## config.mk

```make
export PLATFORM = sky130hd
export DESIGN_NAME = fetch_unit
export DESIGN_NICKNAME = d
export VERILOG_FILES = /design/src/rtl/fetch_unit.sv
export SDC_FILE = /design/constraint.sdc
export NUM_CORES = 1
export LEC_CHECK = 0
export CORE_ASPECT_RATIO = 1.4
export CORE_MARGIN = 1
export CORE_UTILIZATION = 48
export CTS_BUF_LIST = sky130_fd_sc_hd__clkbuf_8
export DETAILED_ROUTE_END_ITERATION = 8
export PLACE_DENSITY_LB_ADDON = 0.12
export SETUP_SLACK_MARGIN = 0.1
export SYNTH_ARGS = -nofsm -noshare
export SYNTH_HDL_FRONTEND = slang
export SYNTH_SLANG_ARGS = --single-unit
```

## constraint.sdc

```tcl
create_clock -name clk -period 2.7 [get_ports clk]
set_input_delay 0.27 -clock clk [delete_from_list [all_inputs] [get_ports clk]]
set_output_delay 0.27 -clock clk [all_outputs]
set_load 0.02 [all_outputs]
```

## src/rtl/fetch_unit.sv

```systemverilog
// Instruction-fetch stage: owns the PC, addresses imem, registers the word into the IF/ID stage.
// Latency: the word at pc appears on if_instr one cycle later; one instruction per cycle when id_ready=1.
// Backpressure: if_valid & ~id_ready freezes pc and the IF/ID register; a redirect squashes even a stalled word.
module fetch_unit #(
  parameter int                ADDR_W     = 8,
  parameter logic [ADDR_W-1:0] RESET_PC   = '0,
  parameter logic [31:0]       HALT_INSTR = 32'h00000073
) (
  input  logic              clk,
  input  logic              reset,
  input  logic              enable,
  output logic [ADDR_W-1:0] imem_addr,
  input  logic [31:0]       imem_instr,
  input  logic              redirect_valid,
  input  logic [ADDR_W-1:0] redirect_pc,
  input  logic              id_ready,
  output logic              if_valid,
  output logic [31:0]       if_instr,
  output logic [ADDR_W-1:0] if_pc,
  output logic              halted,
  output logic [15:0]       fetch_count
);

  typedef enum logic [1:0] {IDLE, RUN, HALTED} state_t;

  state_t            state;
  state_t            state_nxt;
  logic [ADDR_W-1:0] pc;
  logic              stall;
  logic              fire;
  logic              capture;
  logic              is_halt;

  assign stall     = if_valid & ~id_ready;
  assign fire      = if_valid & id_ready;
  assign capture   = (state == RUN) & ~redirect_valid & ~stall;
  assign is_halt   = (imem_instr == HALT_INSTR);
  assign imem_addr = pc;
  assign halted    = (state == HALTED);

  always_ff @(posedge clk) begin
    if (reset) begin
      state <= IDLE;
    end else begin
      state <= state_nxt;
    end
  end

  // A halt capture wins over enable dropping: the PC is parked on the halt word either way.
  always_comb begin
    state_nxt = state;
    case (state)
      IDLE:    if (enable) state_nxt = RUN;
      RUN: begin
        if (capture && is_halt) state_nxt = HALTED;
        else if (!enable)       state_nxt = IDLE;
      end
      HALTED:  if (redirect_valid) state_nxt = RUN;
      default: state_nxt = IDLE;
    endcase
  end

  always_ff @(posedge clk) begin
    if (reset) begin
      pc          <= RESET_PC;
      if_valid    <= 1'b0;
      if_instr    <= '0;
      if_pc       <= '0;
      fetch_count <= '0;
    end else begin
      if (fire && fetch_count != 16'hFFFF) begin
        fetch_count <= fetch_count + 16'd1;
      end
      if (redirect_valid) begin
        pc       <= {redirect_pc[ADDR_W-1:2], 2'b00};
        if_valid <= 1'b0;
      end else if (!stall) begin
        if (state == RUN) begin
          if_instr <= imem_instr;
          if_pc    <= pc;
          if_valid <= 1'b1;
          // The halt word is delivered but the PC stays parked on it.
          if (!is_halt) begin
            pc <= pc + ADDR_W'(4);
          end
        end else if (fire) begin
          if_valid <= 1'b0;
        end
      end
    end
  end

endmodule

```

==> results of run 1 <==
[cell usage after synthesis (all sizes together) (2+ instances only)]
| cell type | n |
|---|---|
| nor4 | 9 |
| nand2 | 81 |
| xor2 | 3 |
| o211ai | 2 |
| clkbuf | 15 |
| buf | 7 |
| nor2b | 5 |
| a2111oi | 2 |
| or2 | 2 |
| inv | 6 |
| nor3 | 7 |
| a211oi | 9 |
| a21oi | 44 |
| or4 | 2 |
| and4 | 5 |
| ha | 2 |
| and3 | 2 |
| nand4 | 7 |
| mux2i | 2 |
| xnor2 | 13 |
| o21ai | 3 |
| nor2 | 22 |
| nand3 | 8 |
| dfxtp | 63 |
[worst min-delay path: cells and delay by family, from the launching register on]
family          cells  cell delay (ns)
compound gates      1             0.05
flops               1             0.31
simple gates        1             0.05
[state kept, by name (all words and copies together), names as in the netlist]
signal and cells:
if_instr 32, if_pc 6, state 2, if_valid 1, imem_addr 6, fetch_count 16
[routing by layer]
layer  vias up  track usage [%]
li1       1330                -
met1      1244             29.1
met2        79             43.5
met4         0             9.96
met3        13             7.45
met5         -                0
[how the worst max path moves through the flow]
stage | start | endpoint | slack, ns | depth (start not counted)
finish | imem_instr[7] | imem_addr[4] | 0.69 | 6
detailed placement | imem_instr[7] | imem_addr[4] | 0.35 | 6
global route | fetch_count[0] | fetch_count[12] | 0.46 | 6
CTS | imem_instr[7] | imem_addr[4] | 0.70 | 6
floorplan | fetch_count[0] | fetch_count[12] | 0.81 | 6
global placement | imem_instr[7] | imem_addr[4] | 0.45 | 6
[placed cells by master, fill, tap and decap left out, types with 2 or more instances in the layout]
cell type,instances
sky130_fd_sc_hd__nor2_1,21
sky130_fd_sc_hd__clkinv_2,2
sky130_fd_sc_hd__dfxtp_1,63
sky130_fd_sc_hd__inv_1,7
sky130_fd_sc_hd__buf_4,7
sky130_fd_sc_hd__o21ai_0,3
sky130_fd_sc_hd__nor2b_1,5
sky130_fd_sc_hd__conb_1,4
sky130_fd_sc_hd__nand3_1,8
sky130_fd_sc_hd__clkbuf_8,12
sky130_fd_sc_hd__nor3_1,7
sky130_fd_sc_hd__nor4_1,8
sky130_fd_sc_hd__xnor2_1,13
sky130_fd_sc_hd__a2111oi_2,2
sky130_fd_sc_hd__and4_1,3
sky130_fd_sc_hd__and4_4,2
sky130_fd_sc_hd__and3_1,2
sky130_fd_sc_hd__a211oi_1,9
sky130_fd_sc_hd__mux2i_1,2
sky130_fd_sc_hd__clkdlybuf4s50_1,103
sky130_fd_sc_hd__xor2_1,3
sky130_fd_sc_hd__nand4_1,6
sky130_fd_sc_hd__or2_2,2
sky130_fd_sc_hd__a21oi_1,43
sky130_fd_sc_hd__o211ai_1,2
sky130_fd_sc_hd__ha_1,2
sky130_fd_sc_hd__nand2_1,81
[where the power goes]
part	total, mW	switching [mW]	internal [mW]
Clock	0.840	0.345	0.496
Sequential	0.984	0.0233	0.961
Combinational	0.279	0.140	0.140
[final cells by class]
cell class	count	area, um2
clock inverter	4	43.8
clock buffer	12	165
inverter	6	22.5
tap	66	82.6
sequential	63	1260
fill	413	1280
multi-input combinational	242	1330
timing repair buffer	111	1090
[per-stage QoR]
step | hold slack, ns | std cells
2_1_floorplan | 0.406 | 333
3_3_place_gp | 0.441 | 488
3_5_place_dp | 0.446 | 488
4_1_cts | 0.443 | 504
5_1_grt | 0.464 | 504
6_report | 0.454 | 504
[kinds of logic after synthesis]
logic type / Yosys count
simple gates: 155
flops: 63
compound gates: 62
buf+inv: 28
xor+xnor: 16
mux: 3
fa+ha+maj: 2
other cells: 1
==> results_dict.tcl, run 1 <==
set metrics [dict create \
    status "complete, no violations" \
    dr.first_iter.drc_count 160 \
    global_route_congestion_overflow_total 0 \
    final_critical_path_setup_slack_ns 0.689 \
    critical_path.max_fanout 7 \
    synth-xor-area-share_pct 5.19 \
    routed_wl_mm 7.04 \
    postCtsHoldBufs 0 \
    floorplan.initialDensity_pct 51.2 \
    final_routed_wire_length_divided_by_cell_count_um 14.0 \
    ant_nets 0 \
    remaining_drc_errors 0 \
    highest_layer "met4" \
    max_slew.worst_pin.slew_ns 0.672 \
    replace_congestion 0.846 \
    cp-start-kind "primary input" \
    yosysTopAreaCell "sky130_fd_sc_hd__dfxtp_1" \
    r2r_cells 6 \
    antenna_violations_before_repair 0 \
    synth_area_per_cell_um2 8.18 \
    grt_util_all_layers_pct 25.5 \
    ctsHtreeMaxLevel 3 \
    design.die.area_mm2 0.00593 \
    post_route_cells_drive_above_1_share_pct 7.99 \
    max_stage_delay_ns 0.56 \
    grt_first_pass_wirelength_mm 11.8 \
    finish.net_count 480 \
    tritoncts "yes" \
    place_ws_ns 0.347 \
    path_cells "clkdlybuf4s50_1 > or4_4 > nor4_4 > a21oi_2 > a211oi_1 > a2111oi_2" \
    worst_ep_arrival_time_ns 2.20 \
    synth_edf_count 0 \
    fraction_of_the_mapped_netlist_area_in_compound_gates_pct 13.7 \
    layout-area-overhead-vs-synth_pct 48.0 \
    postCtsSetupRepairBufs 0 \
    peakVddDrop_uv 474 \
    met1Wirelength_mm 2.80 \
    design_power_total_mw 2.10 \
    min_period_ns 2.01 \
    clk_pin_slew_worst_paths_ns 0.07 \
    dpl-instance-area_mm2 0.00378 \
    floorplan.die.height_um 90.7 \
    whs_path_depth 2 \
    drt-vias-per-instance 5.29 \
    critical_path_required_ns 2.89 \
    holdCritPathClass "reg2reg" \
    numCtsBuffers 9 \
    yosys_register_bits 63 \
    synth_top_family_by_area "simple AND/OR/NAND/NOR gates" \
    worst_path_dominant_cell_family "simple AND/OR/NAND/NOR gates" \
    clockBufferDepth 2 \
    rsz_0062_raised_after_global_routing "no" \
    root_buffer "sky130_fd_sc_hd__clkbuf_8" \
    dominantRegCellSynth "sky130_fd_sc_hd__dfxtp_1" \
    finalSetupViolCount 0 \
    i_o_pin_total 111 \
    multiplexer_fraction_of_the_synthesized_cell_area_pct 1.16 \
    post_cts_resize_count 0 \
    insertedDiodeCount 0 \
    min_to "if_instr[1]" \
    final_core_utilization_pct 75.7 \
    slew_viol_final 0 \
    post_synth_fa_ha_maj_area_fraction_pct 0.927 \
    final_cell_area_mm2 0.00399 \
    critical_path_buf_inv_count 1 \
    critical-path-slowest-cell "sky130_fd_sc_hd__or4_4" \
    synthesis.instances 330 \
    power.density_cell_area_mw_per_mm2 527 \
    top_post_synthesis_cells_by_area "sky130_fd_sc_hd__dfxtp_1, sky130_fd_sc_hd__nand2_1, sky130_fd_sc_hd__a21oi_1, sky130_fd_sc_hd__xnor2_1, sky130_fd_sc_hd__nor2_1" \
    timing.setup.tns_ns 0 \
    routed-wl-met3_um 344 \
    clock_sinks 63 \
    dr_total_vias 2666 \
    leakage_nw 1.40 \
    layout_worst_path_cycle_share_pct 74.5 \
    hold_viol_final 0 \
    clock_latency_ns 0.33 \
    synth_async_sr_flop_share_pct 0 \
    timing.setup.critical_path_class "in2reg" \
    critical_path.endpoint_type "flip-flop" \
    worst_clock_skew_ns 0.00548 \
    die_x_um 65.4 \
    netlist-cell-type-count 40 \
    r2r_slack_ns 0.71 \
    hp-start "if_instr[1]" \
    fp.coreArea_mm2 0.00528 \
    synthDominantCellAreaShare_pct 46.7 \
    synth_seq_area_share_pct 46.7 \
    via_count_of_the_first_global_routing_pass 2567 \
    regToRegEndpoint "fetch_count[12]" \
    worst_slew_margin_rel_pct 55.2 \
    netlist_area_mm2 0.00270 \
    wl_met2_mm 3.74 \
    fmaxAchievable_mhz 497 \
    pin_count_of_the_biggest_net_entering_global_routing 36 \
    total_half_perimeter_wirelength_after_legalization_and_detailed_placement_mm 5.14 \
    input_output_buffers 104 \
    synth_warn 0 \
    core.rowCount 31 \
    crit-reg2reg-launch "fetch_count[0]" \
    drv_cap 0 \
    post_synth_and_or_nand_nor_area_fraction_pct 27.7 \
    drtPass1Iterations 4 \
]
No activity file was read; power rests on OpenSTA's default activity.
==> inputs of run 2 (changes only) <==
--- a/config.mk
+++ b/config.mk
@@ -7,7 +7,7 @@
 export LEC_CHECK = 0
 export CORE_ASPECT_RATIO = 1.4
 export CORE_MARGIN = 1
-export CORE_UTILIZATION = 48
+export CORE_UTILIZATION = 40
 export CTS_BUF_LIST = sky130_fd_sc_hd__clkbuf_8
 export DETAILED_ROUTE_END_ITERATION = 8
 export PLACE_DENSITY_LB_ADDON = 0.12
==> constraint.sdc (replaced) <==
create_clock -name clk -period 1.8 [get_ports clk]
set_input_delay 0.18 -clock clk [delete_from_list [all_inputs] [get_ports clk]]
set_output_delay 0.18 -clock clk [all_outputs]
set_load 0.02 [all_outputs]
==> run 2 against run 1 <==
Against the previous run:
- sequential cell count unchanged
- combinational power increased by 63%
- via count increased by 3.2%
- critical path depth decreased by 5
- cell count increased by 6.7%
- clock power increased by 58%
- worst setup slack got worse by 0.51 ns
- non-clock buffer count increased by 26
- cell area increased by 8.4%
- largest power group unchanged
==> results_dict.tcl, run 2 (synthesis results as in run 1) <==
set metrics [dict create \
    status "complete, no violations" \
    leakage_nw 1.62 \
    r2r_cells 5 \
    final_cells 538 \
    grt_first_pass_wirelength_mm 12.2 \
    floorplan.initialDensity_pct 41.1 \
    root_buffer "sky130_fd_sc_hd__clkbuf_8" \
    whs_path_depth 3 \
    worst_path_dominant_cell_family "buffers and inverters" \
    tritoncts "yes" \
    layout_worst_path_cycle_share_pct 89.9 \
    via_count_of_the_first_global_routing_pass 2682 \
    layout_common_cells "sky130_fd_sc_hd__clkdlybuf4s50_1, sky130_fd_sc_hd__nand2_1, sky130_fd_sc_hd__dfxtp_1" \
    design_power_total_mw 3.26 \
    routed_wl_mm 7.51 \
    max_stage_delay_ns 0.65 \
    ctsHtreeMaxLevel 3 \
    final_routed_wire_length_divided_by_cell_count_um 14.0 \
    worst_clock_skew_ns 0.00738 \
    timing.setup.critical_path_class "reg2out" \
    peakVddDrop_uv 592 \
    die_x_um 71.4 \
    sw_frac_of_total_pct 25.1 \
    finalSetupViolCount 0 \
    critPathLaunch "imem_addr[6]" \
    design.die.area_mm2 0.00708 \
    place_ws_ns -0.393 \
    antenna_violations_before_repair 0 \
    final_common_cell "sky130_fd_sc_hd__clkdlybuf4s50_1" \
    layout_top_registers "if_instr: 32 flops, fetch_count: 16 flops" \
    dr_total_vias 2750 \
    path_cells "clkdlybuf4s50_1" \
    global_route_congestion_overflow_total 0 \
    drv_cap 0 \
    clockBufferDepth 2 \
    final_cell_area_mm2 0.00433 \
    clock_sinks 63 \
    p_int_mw 2.44 \
    drtPass1Iterations 4 \
    layout.area.seq_mm2 0.00127 \
    fillerInstances 584 \
    rsz_0062_raised_after_global_routing "yes" \
    multi_input_area_mm2 0.00142 \
    p_sw_uw 817 \
    drt-vias-per-instance 5.11 \
    fp.coreArea_mm2 0.00657 \
    grt_util_all_layers_pct 22.1 \
    i_o_pin_total 111 \
    regToRegEndpoint "fetch_count[1]" \
    postCtsSetupRepairBufs 0 \
    regMostFlops "if_instr" \
    power.density_cell_area_mw_per_mm2 753 \
    critical_path_buf_inv_count 1 \
    holdCritPathClass "in2reg" \
    largest_register_ffs 32 \
    core.rowCount 35 \
    dp.cells 522 \
    cell_depth_of_the_worst_setup_path 1 \
    hold_viol_final 0 \
    worst_ep_arrival_time_ns 1.44 \
    portion_of_total_power_attributed_to_the_clock_network_pct 40.7 \
    post_route_cells_drive_above_1_share_pct 16.2 \
    power.share.sequential_pct 45.3 \
    critical_path_required_ns 1.62 \
    combinationalPowerShare_pct 14.0 \
    critical-path-slowest-cell "sky130_fd_sc_hd__clkdlybuf4s50_1" \
    min_period_ns 1.62 \
    hp-start "imem_instr[12]" \
    ant_nets 0 \
    final_core_utilization_pct 65.9 \
    fmaxAchievable_mhz 618 \
    insertedDiodeCount 0 \
    layout-area-overhead-vs-synth_pct 60.5 \
    cp-start-kind "flip-flop" \
    dr.first_iter.drc_count 107 \
    dpl-instance-area_mm2 0.00403 \
    pin_count_of_the_biggest_net_entering_global_routing 24 \
    slew_viol_final 0 \
    min_to "if_instr[12]" \
    final_critical_path_setup_slack_ns 0.182 \
    finish.net_count 506 \
    total_half_perimeter_wirelength_after_legalization_and_detailed_placement_mm 5.45 \
    critical_path.endpoint_type "primary output" \
    r2r_slack_ns 0.20 \
    critical_path.max_fanout 4 \
    crit-reg2reg-launch "fetch_count[12]" \
    remaining_drc_errors 0 \
    numCtsBuffers 9 \
    clock_latency_ns 0.34 \
    floorplan.die.height_um 99.2 \
    input_output_buffers 104 \
    clk_pin_slew_worst_paths_ns 0.07 \
    replace_congestion 0.784 \
]
-- run 2: stage by stage --
stage	hold WS, ns	TNS (ns)
floorplan	0.316	0
global route	0.123	0
CTS	0.193	0
detailed placement	0.446	-2.30
finish	0.132	0
global placement	0.441	-2.27
-- run 2: what timing repair did --
action | 4_1_cts | 5_1_grt
hold buffers | 0 | 0
pin swaps | 7 | 7
setup endpoints to repair | 6 | 14
resized for setup | 10 | 12
-- run 2: metal layers --
| metal | vias to the layer above | share of wire, % | global-route usage [%] |
|---|---|---|---|
| li1 | 1382 | - | - |
| met1 | 1293 | 42 | 24.2 |
| met2 | 71 | 54 | 40.9 |
| met3 | 4 | 4.2 | 6.38 |
| met4 | 0 | 0.61 | 6.00 |
| met5 | - | 0 | 0 |
-- run 2: worst max path at each step --
stage | end | slack (ns)
5_1_grt | fetch_count[1] | 0.10
3_3_place_gp | imem_addr[5] | -0.35
3_5_place_dp | imem_addr[4] | -0.39
2_1_floorplan | fetch_count[1] | 0.12
6_report | imem_addr[6] | 0.18
4_1_cts | fetch_count[1] | 0.12
-- run 2: layout make-up --
class / count / share of cell area [%]
Timing Repair Buffer: 137 / 30.3
Tap cell: 74 / 2.14
Clock inverter: 7 / 2.02
Sequential cell: 63 / 29.4
Inverter: 6 / 0.520
Multi-Input combinational cell: 242 / 32.7
Clock buffer: 9 / 2.86
-- run 2: power by group through the flow --
stage	Sequential [mW]	Combinational (mW)	Clock (mW)
2_1_floorplan	1.55	0.145	0
3_3_place_gp	1.50	0.443	0
3_5_place_dp	1.51	0.447	0
4_1_cts	1.47	0.454	1.36
5_1_grt	1.48	0.490	1.44
6_report	1.48	0.456	1.33
